--- src/rtl/linked_list_pkg.sv ---
// Shared linked-list engine definitions: opcodes, widths, head-table entry
// layout and the head-table controller state encoding.
package linked_list;

  localparam int LL_KEY_WIDTH      = 32;
  localparam int LL_HEAD_PTR_WIDTH = 10;

  localparam logic [1:0] LL_OP_INSERT = 2'd0;
  localparam logic [1:0] LL_OP_DELETE = 2'd1;
  localparam logic [1:0] LL_OP_DEQ    = 2'd2;

  typedef struct packed {
    logic [LL_HEAD_PTR_WIDTH-1:0] ptr;
    logic                         val;
  } ll_head_entry_t;

  typedef enum logic [2:0] {
    HT_IDLE,
    HT_RD_WAIT,
    HT_ISSUE,
    HT_WAIT_RES,
    HT_CLEAR
  } ht_state_e;

endpackage

--- src/rtl/ll_head_ram.sv ---
// Simple dual-port head RAM. A read that hits the address being written in
// the same cycle returns the new data. REGISTER_OUT adds an output stage,
// making the read latency two cycles instead of one.
module ll_head_ram #(
  parameter int ADDR_WIDTH   = 8,
  parameter int DATA_WIDTH   = 11,
  parameter bit REGISTER_OUT = 1'b1
) (
  input  logic                  clk_i,
  input  logic                  we_i,
  input  logic [ADDR_WIDTH-1:0] waddr_i,
  input  logic [DATA_WIDTH-1:0] wdata_i,
  input  logic                  re_i,
  input  logic [ADDR_WIDTH-1:0] raddr_i,
  output logic [DATA_WIDTH-1:0] rdata_o
);

  logic [DATA_WIDTH-1:0] mem_q [2**ADDR_WIDTH];
  logic [DATA_WIDTH-1:0] rd_q, rd_d;

  // Array write port.
  always_ff @(posedge clk_i) begin
    if (we_i) mem_q[waddr_i] <= wdata_i;
  end

  // Read port with write-first forwarding on an address match.
  always_comb begin
    rd_d = rd_q;
    if (re_i) rd_d = (we_i && (waddr_i == raddr_i)) ? wdata_i : mem_q[raddr_i];
  end

  // Read data register.
  always_ff @(posedge clk_i) begin
    rd_q <= rd_d;
  end

  if (REGISTER_OUT) begin : g_out_reg
    logic [DATA_WIDTH-1:0] out_q;
    // Optional output register stage.
    always_ff @(posedge clk_i) begin
      out_q <= rd_q;
    end
    assign rdata_o = out_q;
  end else begin : g_out_comb
    assign rdata_o = rd_q;
  end

endmodule

--- src/rtl/ll_head_table.sv ---
// Head-pointer table in front of the linked-list engine. Looks up the bucket
// head for each command, issues it to the engine, and applies the engine's
// write-back. One command in flight at a time keeps buckets atomic.
// Optional: LL_HEAD_TABLE_OCCUPANCY_EN adds occupied_cnt_o (non-empty buckets).
//
// state     | meaning
// IDLE      | ready for a command or a clear request
// RD_WAIT   | head RAM read in flight, RAM_LATENCY cycles
// ISSUE     | command presented to the engine until accepted
// WAIT_RES  | engine working; head write-backs applied to latched bucket
// CLEAR     | zeroing every bucket, one per cycle
module ll_head_table
  import linked_list::*;
#(
  parameter int BUCKET_WIDTH   = 8,
  parameter int KEY_WIDTH      = LL_KEY_WIDTH,
  parameter int HEAD_PTR_WIDTH = LL_HEAD_PTR_WIDTH,
  parameter int RAM_LATENCY    = 2
) (
  input  logic                      clk_i,
  input  logic                      rst_i,
  input  logic                      cmd_valid_i,
  output logic                      cmd_ready_o,
  input  logic [KEY_WIDTH-1:0]      cmd_key_i,
  input  logic [1:0]                cmd_opcode_i,
  input  logic [BUCKET_WIDTH-1:0]   cmd_bucket_i,
  output logic                      ll_cmd_valid_o,
  input  logic                      ll_cmd_ready_i,
  output logic [KEY_WIDTH-1:0]      ll_cmd_key_o,
  output logic [1:0]                ll_cmd_opcode_o,
  output logic [HEAD_PTR_WIDTH-1:0] ll_cmd_head_ptr_o,
  output logic                      ll_cmd_head_ptr_val_o,
  input  logic                      ll_res_valid_i,
  input  logic                      ll_res_ready_i,
  input  logic [HEAD_PTR_WIDTH-1:0] head_wr_data_ptr_i,
  input  logic                      head_wr_data_ptr_val_i,
  input  logic                      head_wr_en_i,
  input  logic                      clear_run_i,
  output logic                      clear_done_o
`ifdef LL_HEAD_TABLE_OCCUPANCY_EN
  ,
  output logic [BUCKET_WIDTH:0]     occupied_cnt_o
`endif
);

  ht_state_e             state_q, state_d;
  logic [KEY_WIDTH-1:0]    key_q, key_d;
  logic [1:0]              opcode_q, opcode_d;
  logic [BUCKET_WIDTH-1:0] bucket_q, bucket_d;
  ll_head_entry_t          head_q, head_d;
  logic [1:0]              lat_cnt_q, lat_cnt_d;
  logic [BUCKET_WIDTH-1:0] clr_cnt_q, clr_cnt_d;

  logic                    ram_we, ram_re;
  logic [BUCKET_WIDTH-1:0] ram_waddr;
  ll_head_entry_t          ram_wdata, ram_rdata;

  logic cmd_acc, res_hs, wb_apply, rd_capture, clr_last;

  assign cmd_acc    = cmd_valid_i && cmd_ready_o;
  assign res_hs     = ll_res_valid_i && ll_res_ready_i;
  assign wb_apply   = (state_q == HT_WAIT_RES) && head_wr_en_i;
  assign rd_capture = (state_q == HT_RD_WAIT) && (lat_cnt_q == 2'd0);
  assign clr_last   = (clr_cnt_q == '1);

  // State and datapath registers.
  always_ff @(posedge clk_i or posedge rst_i) begin
    if (rst_i) begin
      state_q   <= HT_IDLE;
      key_q     <= '0;
      opcode_q  <= '0;
      bucket_q  <= '0;
      head_q    <= '0;
      lat_cnt_q <= '0;
      clr_cnt_q <= '0;
    end else begin
      state_q   <= state_d;
      key_q     <= key_d;
      opcode_q  <= opcode_d;
      bucket_q  <= bucket_d;
      head_q    <= head_d;
      lat_cnt_q <= lat_cnt_d;
      clr_cnt_q <= clr_cnt_d;
    end
  end

  // Next-state logic; a clear request outranks a pending command.
  always_comb begin
    state_d = state_q;
    case (state_q)
      HT_IDLE:     if (clear_run_i) state_d = HT_CLEAR;
                   else if (cmd_valid_i) state_d = HT_RD_WAIT;
      HT_RD_WAIT:  if (lat_cnt_q == 2'd0) state_d = HT_ISSUE;
      HT_ISSUE:    if (ll_cmd_ready_i) state_d = HT_WAIT_RES;
      HT_WAIT_RES: if (res_hs) state_d = HT_IDLE;
      HT_CLEAR:    if (!clear_run_i && clr_last) state_d = HT_IDLE;
      default:     state_d = HT_IDLE;
    endcase
  end

  // Handshake outputs and RAM port control decoded from the state.
  always_comb begin
    cmd_ready_o    = (state_q == HT_IDLE) && !clear_run_i && !rst_i;
    ll_cmd_valid_o = (state_q == HT_ISSUE);
    clear_done_o   = (state_q == HT_CLEAR) && clr_last && !clear_run_i;
    ram_re         = cmd_acc;
    ram_we         = 1'b0;
    ram_waddr      = bucket_q;
    ram_wdata      = '{ptr: head_wr_data_ptr_i, val: head_wr_data_ptr_val_i};
    if (state_q == HT_CLEAR) begin
      ram_we    = 1'b1;
      ram_waddr = clr_cnt_q;
      ram_wdata = '0;
    end else if (wb_apply) begin
      ram_we = 1'b1;
    end
  end

  // Command latch, read-latency down-counter and clear sweep counter.
  always_comb begin
    key_d     = key_q;
    opcode_d  = opcode_q;
    bucket_d  = bucket_q;
    head_d    = head_q;
    lat_cnt_d = lat_cnt_q;
    clr_cnt_d = clr_cnt_q;
    if (cmd_acc) begin
      key_d     = cmd_key_i;
      opcode_d  = cmd_opcode_i;
      bucket_d  = cmd_bucket_i;
      lat_cnt_d = 2'(RAM_LATENCY - 1);
    end
    if (rd_capture) head_d = ram_rdata;
    else if (state_q == HT_RD_WAIT) lat_cnt_d = lat_cnt_q - 2'd1;
    if ((state_q == HT_IDLE) && clear_run_i) clr_cnt_d = '0;
    else if (state_q == HT_CLEAR) begin
      if (clear_run_i) clr_cnt_d = '0;
      else if (!clr_last) clr_cnt_d = clr_cnt_q + 1'b1;
    end
  end

  assign ll_cmd_key_o          = key_q;
  assign ll_cmd_opcode_o       = opcode_q;
  assign ll_cmd_head_ptr_o     = head_q.ptr;
  assign ll_cmd_head_ptr_val_o = head_q.val;

  ll_head_ram #(
    .ADDR_WIDTH  (BUCKET_WIDTH),
    .DATA_WIDTH  ($bits(ll_head_entry_t)),
    .REGISTER_OUT(RAM_LATENCY == 2)
  ) u_ram (
    .clk_i  (clk_i),
    .we_i   (ram_we),
    .waddr_i(ram_waddr),
    .wdata_i(ram_wdata),
    .re_i   (ram_re),
    .raddr_i(cmd_bucket_i),
    .rdata_o(ram_rdata)
  );

`ifdef LL_HEAD_TABLE_OCCUPANCY_EN
  logic                  last_val_q, last_val_d;
  logic [BUCKET_WIDTH:0] occ_q, occ_d;

  // Track the bucket's current valid flag so each write-back sees its transition.
  always_comb begin
    last_val_d = last_val_q;
    occ_d      = occ_q;
    if (rd_capture) last_val_d = ram_rdata.val;
    if (state_q == HT_CLEAR) begin
      occ_d = '0;
    end else if (wb_apply) begin
      last_val_d = head_wr_data_ptr_val_i;
      if (!last_val_q && head_wr_data_ptr_val_i) occ_d = occ_q + 1'b1;
      else if (last_val_q && !head_wr_data_ptr_val_i) occ_d = occ_q - 1'b1;
    end
  end

  // Occupancy registers.
  always_ff @(posedge clk_i or posedge rst_i) begin
    if (rst_i) begin
      last_val_q <= 1'b0;
      occ_q      <= '0;
    end else begin
      last_val_q <= last_val_d;
      occ_q      <= occ_d;
    end
  end

  assign occupied_cnt_o = occ_q;
`endif

`ifndef SYNTHESIS
  // Write-backs outside WAIT_RES are dropped by design; flag them in simulation.
  a_wb_in_wait_res : assert property (@(posedge clk_i) disable iff (rst_i)
    head_wr_en_i |-> (state_q == HT_WAIT_RES))
    else $error("ll_head_table: head write-back outside WAIT_RES ignored");
`endif

endmodule
--- config.mk ---
export PLATFORM = sky130hd
export DESIGN_NAME = ll_head_table
export DESIGN_NICKNAME = d
export VERILOG_FILES = /design/src/rtl/linked_list_pkg.sv /design/src/rtl/ll_head_ram.sv /design/src/rtl/ll_head_table.sv
export SDC_FILE = /design/constraint.sdc
export NUM_CORES = 2
export LEC_CHECK = 0
export BUFFER_PORTS_ARGS = -buffer_cell sky130_fd_sc_hd__buf_2
export CAP_MARGIN = 0
export CORE_ASPECT_RATIO = 1.25
export CORE_MARGIN = 3
export CORE_UTILIZATION = 30
export CTS_CLUSTER_SIZE = 30
export DETAILED_ROUTE_END_ITERATION = 16
export SYNTH_ARGS = -nofsm -noshare
export SYNTH_HDL_FRONTEND = slang
export SYNTH_SLANG_ARGS = --single-unit
export TNS_END_PERCENT = 50
--- constraint.sdc ---
create_clock -name clk_i -period 27.1 [get_ports clk_i]
set_clock_uncertainty 0.15 [all_clocks]
set_input_delay 4.065 -clock clk_i [delete_from_list [all_inputs] [get_ports clk_i]]
set_output_delay 4.065 -clock clk_i [all_outputs]
set_load 0.005 [all_outputs]
# After elaboration in Yosys (flattened, before gate mapping)
# Memories as Yosys holds them, arrays and structs flattened. A register that Yosys moved wholly into a read port is not among the register bits.
# Index checks and enable logic that the tools add are counted.
[op_classes]
n_addsub = 2
n_eq_ne = 11
mux = 20
reduce_logical = 17
[ops]
columns = ["operator", "n"]
rows = [
  ["two-way mux 8 bit", 5],
  ["two-way mux 3 bit", 6],
  ["case mux 3 bit (5 select lines)", 1],
  ["two-way mux 11 bit", 1],
  ["logical AND 1 bit", 10],
  ["adder 8 x 1 -> 8 bit (second input constant)", 1],
  ["== test 8 bit (second input constant)", 1],
  ["== test 3 x 2 -> 1 bit (second input constant)", 2],
  ["two-way mux 2 bit", 3],
  ["inequality test 2 bit (second input constant)", 3],
  ["AND reduction 5 bit", 1],
  ["two-way mux 1 bit", 4],
  ["== test 3 x 1 -> 1 bit (second input constant)", 1],
  ["== test 3 bit (second input constant)", 1],
  ["logical NOT 3 bit", 1],
  ["inequality test 3 x 2 -> 1 bit (second input constant)", 1],
  ["inequality test 3 bit (second input constant)", 1],
  ["logical NOT 1 bit", 2],
  ["logical NOT 2 bit", 1],
  ["inequality test 2 x 1 -> 1 bit (second input constant)", 1],
  ["AND reduction 2 bit", 1],
  ["nonzero test 2 bit", 1],
  ["subtractor 2 x 1 -> 2 bit (second input constant)", 1],
]
[totals]
regBits = 77
ramBits = 2816
in_bits = 61
out_inout_bits = 48
word_cells = 60
memories = 1
[mem_list]
columns = ["memory", "depth", "word_bits", "rd", "rd_clocked_by_memory_dff", "write_ports", "line_no", "text"]
rows = [
  ["u_ram.mem_q", 256, 11, 1, 1, 1, "ll_head_ram.sv:18", "logic [DATA_WIDTH-1:0] mem_q [2**ADDR_WIDTH];"],
]

# Logic depth before layout (Yosys ltp)
[logic_depth]
word_depth = 7
mapped_depth = 11

# Cells and area by module
# Synthesis repeated with hierarchy kept, for this count alone.
[hier_totals]
hier_cells = 5490
area_unflattened_um2 = 112317.7
[by_module_without_submodules]
columns = ["module", "instances", "cells_each", "area_each_um2", "seq_area_each_um2"]
rows = [
  ["ll_head_ram", 1, 5253, 109226.0, 85111.6],
  ["ll_head_table", 1, 237, 3091.7, 1651.6],
]

# Least setup slack after synthesis
# No wires, ideal clock.
[synth_timing]
kind = "input -> register"
from = "input head_wr_data_ptr_val_i"
to = "memory u_ram.mem_q[0][0], data pin"
setup_ps = 1447
t_arrival_ps = 10210
required_ps = 25503
path_slack_ps = 15294
cell_stages = 1
n_path_buf = 0
cell_sequence = "nor2b_1"
[synth_via]
elab_chain_len = 1
[synth_lines]
columns = ["item", "line_no", "text"]
rows = [
  ["start, declared", "ll_head_table.sv:36", "input logic head_wr_data_ptr_val_i,"],
  ["two-way mux 11 bit", "ll_head_table.sv:110", "if (state_q == HT_CLEAR) begin"],
  ["end, declared", "ll_head_ram.sv:18", ""],
]
# No other way between the ends.

# Final worst setup path
[layout_timing]
from = "input clear_run_i"
to = "output clear_done_o"
[layout_via]
elab_chain_len = 2
[layout_lines]
columns = ["item", "line_no", "text"]
rows = [
  ["start, declared", "ll_head_table.sv:38", "input logic clear_run_i,"],
  ["logical NOT 1 bit", "ll_head_table.sv:105", "clear_done_o = (state_q == HT_CLEAR) && clr_last && !clear_run_i;"],
  ["logical AND 1 bit", "ll_head_table.sv:105", ""],
  ["end, declared", "ll_head_table.sv:39", "output logic clear_done_o"],
]
# No other way between the ends.

==> run_results.csv <==
group,metric,value,unit
floorplanning,start_util,30.14,%
logic_synthesis,ys_warn_count,0,
placed_design,gp_congestion,0.8341,
clock_network,cts-hold-fix-buffers,0,
grt,gr-total-overflow,0,
logic_synthesis,synth_cells,5331,
critical_path,timing.rr.start,"state_q[2]",
timing,min_period,9608,ps
timing,rsz0062_at_grt,"no",
cells_and_area,final_cells,10700,
grt,grt_pass1_vias,56450,
critical_path,worstRegToRegCells,7,
timing,setup_viol,0,
critical_path,crit_arrival,5390,ps
critical_path,max_stage_delay,780,ps
critical_path,critical-path-slowest-cell,"nor4_1",
logic_synthesis,yosys.area.top_type,"edfxtp_1",
min_path,min_path_type,"reg2reg",
logic_synthesis,ys_async_sr_fraction,2.273,%
critical_path,worstPathCellList,"buf_2 > nor4_1 > and2_1 > buf_2",
drt,ant_nets,0,
placed_design,io_buffer_count,108,
logic_synthesis,ys.flop_type,"edfxtp_1",
floorplanning,core,371300,um2
floorplanning,dieArea,380400,um2
grt,antenna_found_initial,11,
critical_path,worstSetupEndpoint,"clear_done_o",
clock_network,clkLatencyLatePin,830,ps
grt,grt_max_degree,186,
floorplanning,fp.dieW,552.3,um
placed_design,dp_hpwl,177300,um
clock_network,cts_buffers,278,
timing,tightest_slew,1453,ps
logic_synthesis,yosys-top-cells-area,"edfxtp_1 (76%), mux4_2 (12%), dfrtp_1 (1.5%)",
timing,timing.slew.headroom,2.750,%
placed_design,dp_cells,10210,
power,internal_power,7.241,mW
logic_synthesis,ys_seq_elements,2904,
clock_network,path_clk_slew,60,ps
timing,tns,0,ps
logic_synthesis,synthDistinctLibCells,74,
floorplanning,die_y,688.8,um
drt,drtPass1Iterations,8,
power,powerDensity,72.12,nW/um2
clock_network,cts_resized,0,
cells_and_area,fin_nets,5641,
floorplanning,row_count,250,
logic_synthesis,synth_top_area_share,75.86,%
grt,track_usage,14.87,%
critical_path,required,22890,ps
clock_network,cts_root_buf,"clkbuf_16",
power,p_clk_share,41.5,%
power,switching_share,21.07,%
logic_synthesis,synth_area,111900,um2
logic_synthesis,syn_area_per_cell,20.99,um2
power,p_leak,40.01,nW
drt,via_count,55220,
critical_path,reg2reg_to,"u_ram.mem_q[119][5]",
critical_path,cpMostUsedCell,"buf_2",
clock_network,cts_sinks,2904,
critical_path,critPathMaxFanout,11,
drt,via_per_inst,5.162,
drt,drtIter0Drc,6325,
power,seqPwrFrac,53.7,%
logic_synthesis,synth_nets,5394,
floorplanning,ios,109,
power,finalPower,9.174,mW
critical_path,path_class,"in2out",
critical_path,crit_path_start,"clear_run_i",
power,p_comb_share,4.8,%
logic_synthesis,yosysSeqAreaShare,77.53,%
timing,finalCritPeriodShare,35.45,%
cells_and_area,area_delta_synth_final,13.66,%
flow_run,cap_violations,0,
power,p_switching,1.933,mW
drt,drt-total-wl,291000,um
grt,grt_pass1_wl,418300,um
timing,hold_ws,261.0,ps
drt,avgRoutedWirePerCell,27.21,um
logic_synthesis,synth_edf_count,2827,
drt,route.detailed.drc,0,
run_status,status,"finished clean",
critical_path,end_kind,"primary output",
clock_network,post_cts_buffers,0,
timing,slew_viol_final,0,
clock_network,htree_levels,5,
timing,max_freq,0.1041,GHz
clock_network,cts_buffer_depth,4,
cells_and_area,layout-drive-gt1-share,24.45,%
clock_network,cts_tree,"yes",
power,max-vdd-ir-drop,0.00004942,V
critical_path,r2r_setup_slack,21710,ps
critical_path,worst_setup_path_start_kind,"primary input",
timing,hold_viol,0,
## routing by layer
layer	vias up	global-route usage (%)	share of wire, %
met5	-	0	0.013
met1	29650	19.35	39
met3	447	2.494	7.4
met2	2362	25.49	50
met4	6	4.508	3.1
li1	22760	-	-
## metrics by stage
stage	utilization, %	setup slack [ps]	instance area [um2]
floorplan	-	15290	111900
global placement	31.87	16240	118300
detailed placement	31.90	17320	118500
CTS	34.25	17520	127200
global route	34.25	17360	127200
finish	34.26	17490	127200
## critical path, delay by kind of cell
family / cells / cell delay (ps)
buf+inv: 2 / 290
simple gates: 2 / 1030
## sequential cells by signal (all words and copies together) (netlist names)
| signal | flops |
|---|---|
| state_q | 3 |
| bucket_q | 8 |
| u_ram.mem_q | 2816 |
| clr_cnt_q | 8 |
| ll_cmd_head_ptr_o | 10 |
| ll_cmd_opcode_o | 2 |
| u_ram.rd_q | 11 |
| lat_cnt_q | 2 |
| ll_cmd_head_ptr_val_o | 1 |
| ll_cmd_key_o | 32 |
| u_ram.rdata_o | 11 |
## area by class of cell
class | instances | area, um2
clock buffers | 342 | 7502
clock inverters | 139 | 1219
fillers | 34300 | 244100
multi-input cells | 2093 | 23510
repair buffers | 291 | 2002
inverters | 10 | 38.79
well taps | 4914 | 6148
diodes | 4 | 10.01
flip-flops and latches | 2904 | 86760
## synth_stat cells (all sizes together), types with 18 or more instances
master / number
mux2i: 152
nand3: 28
nor3: 33
o22ai: 67
nand2: 203
o21ai: 78
clkbuf: 140
edfxtp: 2827
a21oi: 102
nor2: 275
o221ai: 43
nor2b: 18
mux2: 44
a22oi: 188
buf: 184
a22o: 52
a221oi: 44
nand2b: 18
mux4: 605
dfrtp: 66
## placed cells by master, fill, tap and decap left out, types with 21 or more instances in the layout
cell type,instances
dfrtp_1,66
a22o_1,52
buf_4,175
a22oi_1,188
nor2_2,23
clkinv_2,39
clkinv_1,62
mux2i_1,152
bufinv_16,21
nand2_1,201
a221oi_1,34
clkbuf_1,47
nor2_1,250
clkbuf_16,290
o21ai_0,52
nand3_1,25
buf_2,107
mux4_2,605
mux2_2,44
o22ai_1,67
nor3_1,29
o221ai_1,43
edfxtp_1,2827
o21ai_1,24
a21oi_1,99
## how the worst min path moves through the flow
stage | startpoint | to | cells past startpoint
after floorplan | u_ram.rd_q[0] | u_ram.rdata_o[0] | 0
after global placement | u_ram.rd_q[0] | u_ram.rdata_o[0] | 0
after detailed placement | u_ram.rd_q[8] | u_ram.rdata_o[8] | 0
after CTS | u_ram.rd_q[8] | u_ram.rdata_o[8] | 0
after global routing | u_ram.rd_q[8] | u_ram.rdata_o[8] | 0
final | u_ram.rd_q[8] | u_ram.rdata_o[8] | 0
## cells by family after synthesis
kind of cell / share of synthesized area [%]
AND/OR/NAND/NOR: 2.517
buffers and inverters: 1.773
flip-flops: 77.53
AO/OA/AOI/OAI: 4.169
multiplexers: 13.98
XOR/XNOR: 0.007828
adder cells (fa/ha/maj): 0.02236
## power by group through the flow
stage	registers, mW	clock network [mW]	logic [mW]
3_3_place_gp	5.02	0	0.442
4_1_cts	4.93	3.86	0.449
2_1_floorplan	5.02	0	0.267
3_5_place_dp	5.02	0	0.448
6_report	4.93	3.80	0.443
5_1_grt	4.93	4.04	0.471
Note: power is estimated with default switching activity, not from simulation.
